===== config.mk =====
export PLATFORM = sky130hd
export DESIGN_NAME = pwm_peripheral
export DESIGN_NICKNAME = d
export VERILOG_FILES = /design/src/rtl/pwm_pkg.sv /design/src/rtl/pwm_prescaler.sv /design/src/rtl/pwm_peripheral.sv
export SDC_FILE = /design/constraint.sdc
export NUM_CORES = 1
export LEC_CHECK = 0
export CAP_MARGIN = 10
export CELL_PAD_IN_SITES_DETAIL_PLACEMENT = 1
export CELL_PAD_IN_SITES_GLOBAL_PLACEMENT = 2
export CORE_ASPECT_RATIO = 2
export CORE_UTILIZATION = 38
export DETAILED_ROUTE_END_ITERATION = 10
export DONT_BUFFER_PORTS = 1
export GPL_ROUTABILITY_DRIVEN = 1
export GPL_TIMING_DRIVEN = 0
export MAX_ROUTING_LAYER = met4
export PLACE_DENSITY_LB_ADDON = 0.2
export SYNTH_ARGS = -nofsm -noshare
export SYNTH_HDL_FRONTEND = slang
export SYNTH_SLANG_ARGS = --single-unit

===== constraint.sdc =====
create_clock -name clk -period 2.4 [get_ports clk]
set_clock_uncertainty 0.1 [all_clocks]
set_input_delay 0.48 -clock clk [delete_from_list [all_inputs] [get_ports clk]]
set_output_delay 0.48 -clock clk [all_outputs]
set_load 0.02 [all_outputs]

===== src/rtl/pwm_pkg.sv =====
// Shared constants and types for the PWM output block.
package pwm_pkg;

    localparam int PWM_RES              = 8;
    localparam int PWM_PRESCALE_DEFAULT = 13;
    localparam int PWM_PINS             = 16;

    localparam logic [PWM_RES-1:0] DUTY_FULL = 8'hFF;

    typedef logic [PWM_PINS-1:0] pin_vec_t;

endpackage


===== src/rtl/pwm_prescaler.sv =====
// Divides clk by PRESCALE; tick_o pulses for one clk at the end of each count step.
module pwm_prescaler
    import pwm_pkg::*;
#(
    parameter int PRESCALE = PWM_PRESCALE_DEFAULT
) (
    input  logic clk,
    input  logic rst_n,
    output logic tick_o
);

    localparam int CW = (PRESCALE > 1) ? $clog2(PRESCALE) : 1;
    localparam logic [CW-1:0] LAST = CW'(PRESCALE - 1);

    logic [CW-1:0] presc_cnt_q;
    logic [CW-1:0] presc_cnt_d;

    // With PRESCALE=1 the counter sits at 0 and tick_o stays high.
    always_comb begin
        tick_o      = (presc_cnt_q == LAST);
        presc_cnt_d = tick_o ? '0 : presc_cnt_q + CW'(1);
    end

    always_ff @(posedge clk or negedge rst_n) begin
        if (!rst_n) begin
            presc_cnt_q <= '0;
        end else begin
            presc_cnt_q <= presc_cnt_d;
        end
    end

endmodule


===== src/rtl/pwm_peripheral.sv =====
// 16-pin output block: each pin forced low, static high, or the shared PWM waveform.
// Define PWM_SHADOW_EN to latch the duty cycle only at the period wrap.
module pwm_peripheral
    import pwm_pkg::*;
#(
    parameter int PRESCALE = PWM_PRESCALE_DEFAULT
) (
    input  logic                clk,
    input  logic                rst_n,
    input  logic [7:0]          en_reg_out_7_0,
    input  logic [7:0]          en_reg_out_15_8,
    input  logic [7:0]          en_reg_pwm_7_0,
    input  logic [7:0]          en_reg_pwm_15_8,
    input  logic [PWM_RES-1:0]  pwm_duty_cycle,
    output logic [PWM_PINS-1:0] out
);

    logic               tick;
    logic [PWM_RES-1:0] pwm_cnt_q;
    logic [PWM_RES-1:0] pwm_cnt_d;
    logic [PWM_RES-1:0] duty_eff;
    logic               pwm_sig;
    pin_vec_t           en_out;
    pin_vec_t           en_pwm;
    pin_vec_t           out_q;
    pin_vec_t           out_d;

    pwm_prescaler #(
        .PRESCALE (PRESCALE)
    ) u_prescaler (
        .clk    (clk),
        .rst_n  (rst_n),
        .tick_o (tick)
    );

    // 8-bit add wraps 255 -> 0 naturally.
    always_comb begin
        pwm_cnt_d = tick ? pwm_cnt_q + 8'd1 : pwm_cnt_q;
    end

    always_ff @(posedge clk or negedge rst_n) begin
        if (!rst_n) begin
            pwm_cnt_q <= '0;
        end else begin
            pwm_cnt_q <= pwm_cnt_d;
        end
    end

`ifdef PWM_SHADOW_EN
    logic [PWM_RES-1:0] duty_q;
    logic [PWM_RES-1:0] duty_d;

    // Load only as pwm_cnt wraps so every period uses one duty value.
    always_comb begin
        duty_d = (tick && (pwm_cnt_q == 8'hFF)) ? pwm_duty_cycle : duty_q;
    end

    always_ff @(posedge clk or negedge rst_n) begin
        if (!rst_n) begin
            duty_q <= '0;
        end else begin
            duty_q <= duty_d;
        end
    end

    assign duty_eff = duty_q;
`else
    assign duty_eff = pwm_duty_cycle;
`endif

    // Full-scale duty is forced high so 0xFF has no one-step gap.
    always_comb begin
        pwm_sig = (duty_eff == DUTY_FULL) | (pwm_cnt_q < duty_eff);
        en_out  = {en_reg_out_15_8, en_reg_out_7_0};
        en_pwm  = {en_reg_pwm_15_8, en_reg_pwm_7_0};
        out_d   = en_out & (~en_pwm | {PWM_PINS{pwm_sig}});
    end

    always_ff @(posedge clk or negedge rst_n) begin
        if (!rst_n) begin
            out_q <= '0;
        end else begin
            out_q <= out_d;
        end
    end

    assign out = out_q;

endmodule


==> results_dict.tcl, run 1 <==
set metrics [dict create \
    num_vias 799 \
    dpl.cell_count 133 \
    synth-xor-area-share_pct 5.308 \
    switchingPower_mw 0.1812 \
    clk_pin_slew_ns 0.09 \
    ys_seq_area_share_pct 53.08 \
    max_freq_ghz 0.4815 \
    combPwrFrac_pct 4.8 \
    dieWidth_um 43.68 \
    drc 3 \
    final_util_pct 43.75 \
    avgSynthCellArea_um2 13.07 \
    num-nets-final 160 \
    status "finished with violations" \
    wire_per_inst_um 16.48 \
    syn_to_final_growth_pct 10.71 \
    async_reset_ff_share_pct 100.0 \
    reg2reg_slack_ns 0.32 \
    viasPerCell 5.748 \
    leakage_nw 0.6729 \
    worstRegToRegCells 6 \
    slew_violations 0 \
    start_util_pct 39.51 \
    ir_drop_mv 0.4542 \
    die_y_um 85.35 \
    min-delay-start "en_reg_pwm_15_8[1]" \
    drt_iter0_markers 6 \
    hold_path_end "out[9]" \
    antenna_found_initial 0 \
    switching_share_pct 19.87 \
    power_frac_clock_pct 39.3 \
    hold_violations 0 \
    min_period_ns 2.077 \
    firstDrtPassIters 7 \
    insertion_delay_ns 0.26 \
    grt_pass1_vias 891 \
    root_buffer "clkbuf_8" \
    cts_htree_levels 1 \
    grt_max_degree 29 \
    numPortBuffers 0 \
    cellInternalPower_mw 0.7304 \
    fin_cells 139 \
    path_cells "ha_1 -> and4_2 -> o21ai_2 -> o32ai_2 -> buf_6 -> a21boi_2" \
    cp_slowest_cell "o32ai_2" \
    postCtsResizedCells 0 \
    synth_simple_gate_area_share_pct 7.488 \
    max_stage_delay_ns 0.52 \
    rr_startpoint "pwm_cnt_q[6]" \
    routed_wirelength_um 2291 \
    postCtsSetupRepairBufs 0 \
    path_class "reg -> reg" \
    track_usage_pct 14.69 \
    power_density_mw_per_mm2 623.8 \
    slew_headroom_pct 64.28 \
    grt_setup_unrepaired "no" \
    critPathLaunchType "flip-flop" \
    min_path_type "in -> reg" \
    synth_area_mm2 0.001320 \
    worst-slew-pin-transition_ns 0.5359 \
    ys.warnings.count 0 \
    antenna_left 0 \
    hold_path_depth 1 \
    maxCapViolCount 0 \
    cts_made_buffers 3 \
    clock-sinks 28 \
    clk_path_buf_depth 2 \
    num_rows 30 \
    n_antenna_cell 0 \
    hold_buffers 2 \
    setup_violations 0 \
    end_kind "flip-flop" \
    gp_congestion 0.6855 \
    synth_flop_cell "dfrtp_1" \
    synth_top_family_by_area "compound AO/OA/AOI/OAI gates" \
    syn_nets 153 \
    setup_tns_ns 0 \
    cp.required_ns 2.46 \
    fin_crit_sh_pct 86.54 \
    critPathArrivalTime_ns 2.14 \
    synthAdderAreaFrac_pct 9.479 \
    ioPinCount 58 \
    path_max_fanout 10 \
    synth_cells 101 \
    grt_pass1_wl_um 3919 \
    synth-compound-area-share_pct 19.72 \
    dieArea_mm2 0.003728 \
    synth_mux_area_share_pct 0.8531 \
    place.detailed.hpwl_um 1889 \
    ys_ff_latch 28 \
    power_mw 0.9116 \
    layout-drive-gt1-share_pct 22.43 \
    hold_slack_ns 0.1683 \
    grt-ovfl-total 0 \
    violations "DRC" \
    coreArea_mm2 0.003341 \
    power_frac_seq_pct 55.9 \
    synth_cell_types 27 \
    synth_edf_count 0 \
    cts_tree "built" \
    r2r_end "out[7]" \
]
-- cell usage in the layout, fill, tap and decap left out, drive strengths merged, types with 3 or more instances in the layout --
| cell type | synthesis | layout |
|---|---|---|
| dfrtp | 28 | 28 |
| nor2 | 4 | 4 |
| ha | 10 | 10 |
| xnor2 | 6 | 6 |
| buf | 2 | 3 |
| clkbuf | 0 | 3 |
| inv | 10 | 10 |
| nand4 | 4 | 4 |
| a21boi | 16 | 16 |
-- how the worst max path moves through the flow --
| stage | start | endpoint | slack, ns | cells past startpoint |
|---|---|---|---|---|
| floorplan | pwm_duty_cycle[7] | out[10] | 0.46 | 7 |
| global placement | pwm_duty_cycle[7] | out[14] | 0.21 | 7 |
| detailed placement | pwm_duty_cycle[7] | out[7] | 0.17 | 7 |
| CTS | pwm_cnt_q[6] | out[7] | 0.28 | 6 |
| global route | pwm_cnt_q[6] | out[14] | 0.14 | 6 |
| finish | pwm_cnt_q[6] | out[7] | 0.32 | 6 |
-- stage by stage --
step,area [um2],setup slack (ns)
finish,1461,0.3231
global route,1461,0.1387
CTS,1461,0.2826
detailed placement,1360,0.1716
global placement,1360,0.2059
floorplan,1320,0.4615
-- Yosys cell counts, drive strengths merged, types with 2 or more instances --
cell	count	area share, %
a21boi	16	12
a21oi	2	0.76
and3	2	0.95
and4	2	1.4
buf	2	1.2
dfrtp	28	53
ha	10	9.5
inv	10	2.8
nand3	2	0.76
nand4	4	1.9
nor2	4	1.1
o21ai	2	1.0
xnor2	6	4.0
xor2	2	1.3
-- state kept, by name (all words and copies together) (netlist names) --
| signal | cells |
|---|---|
| out | 16 |
| u_prescaler.presc_cnt_q | 4 |
| pwm_cnt_q | 8 |
-- cells by family (layout without fill, tap and decap cells) --
kind of cell               count (synthesis)  after routing
AOI/OAI and AO/OA                         26             26
xor gates and xnor gates                   8              8
adders and majority gates                 10             10
buffers and inverters                     12             18
DFF                                       28             28
muxes                                      1              1
and+or+nand+nor                           16             16
-- power groups by stage --
stage	Clock, mW	Sequential (mW)	Combinational [mW]
3_5_place_dp	0	0.519	0.0309
2_1_floorplan	0	0.517	0.0260
4_1_cts	0.373	0.510	0.0453
6_report	0.358	0.510	0.0434
3_3_place_gp	0	0.520	0.0294
5_1_grt	0.382	0.511	0.0503
-- worst max-delay path, delay by kind of cell, from the launching register on --
family                   cells  cell delay, ns
AO/OA/AOI/OAI                3            0.65
buffers and inverters        1            0.25
flip-flops                   1            0.42
adder cells (fa/ha/maj)      1            0.33
AND/OR/NAND/NOR              1            0.23
-- final cells by class --
type / instances / area, um2
plain buffers: 2 / 16.27
clock buffers: 3 / 41.29
clock inverters: 1 / 30.03
fillers: 368 / 1879
inverters: 10 / 37.54
multi-input cells: 61 / 565.5
flip-flops and latches: 28 / 700.7
well taps: 32 / 40.04
repair buffers: 2 / 30.03
-- per-layer routing --
| metal | share of wire (%) | routed length [um] | track usage (%) | vias up |
|---|---|---|---|---|
| met2 | 57 | 1314 | 26.05 | 39 |
| met5 | 0 | 0 | - | - |
| met1 | 35 | 806 | 15.69 | 393 |
| met3 | 6.2 | 142 | 0.6383 | 2 |
| met4 | 1.2 | 28 | 7.670 | 0 |
| li1 | - | - | - | 365 |
Note: power is estimated with default switching activity, not from simulation.
==> inputs of run 2 (changes only) <==
CAP_MARGIN = 20   (was 10)
TNS_END_PERCENT = 5   (was default)
==> results of run 2 <==
No change in the layout: final DEF, timing and power equal those of run 1.
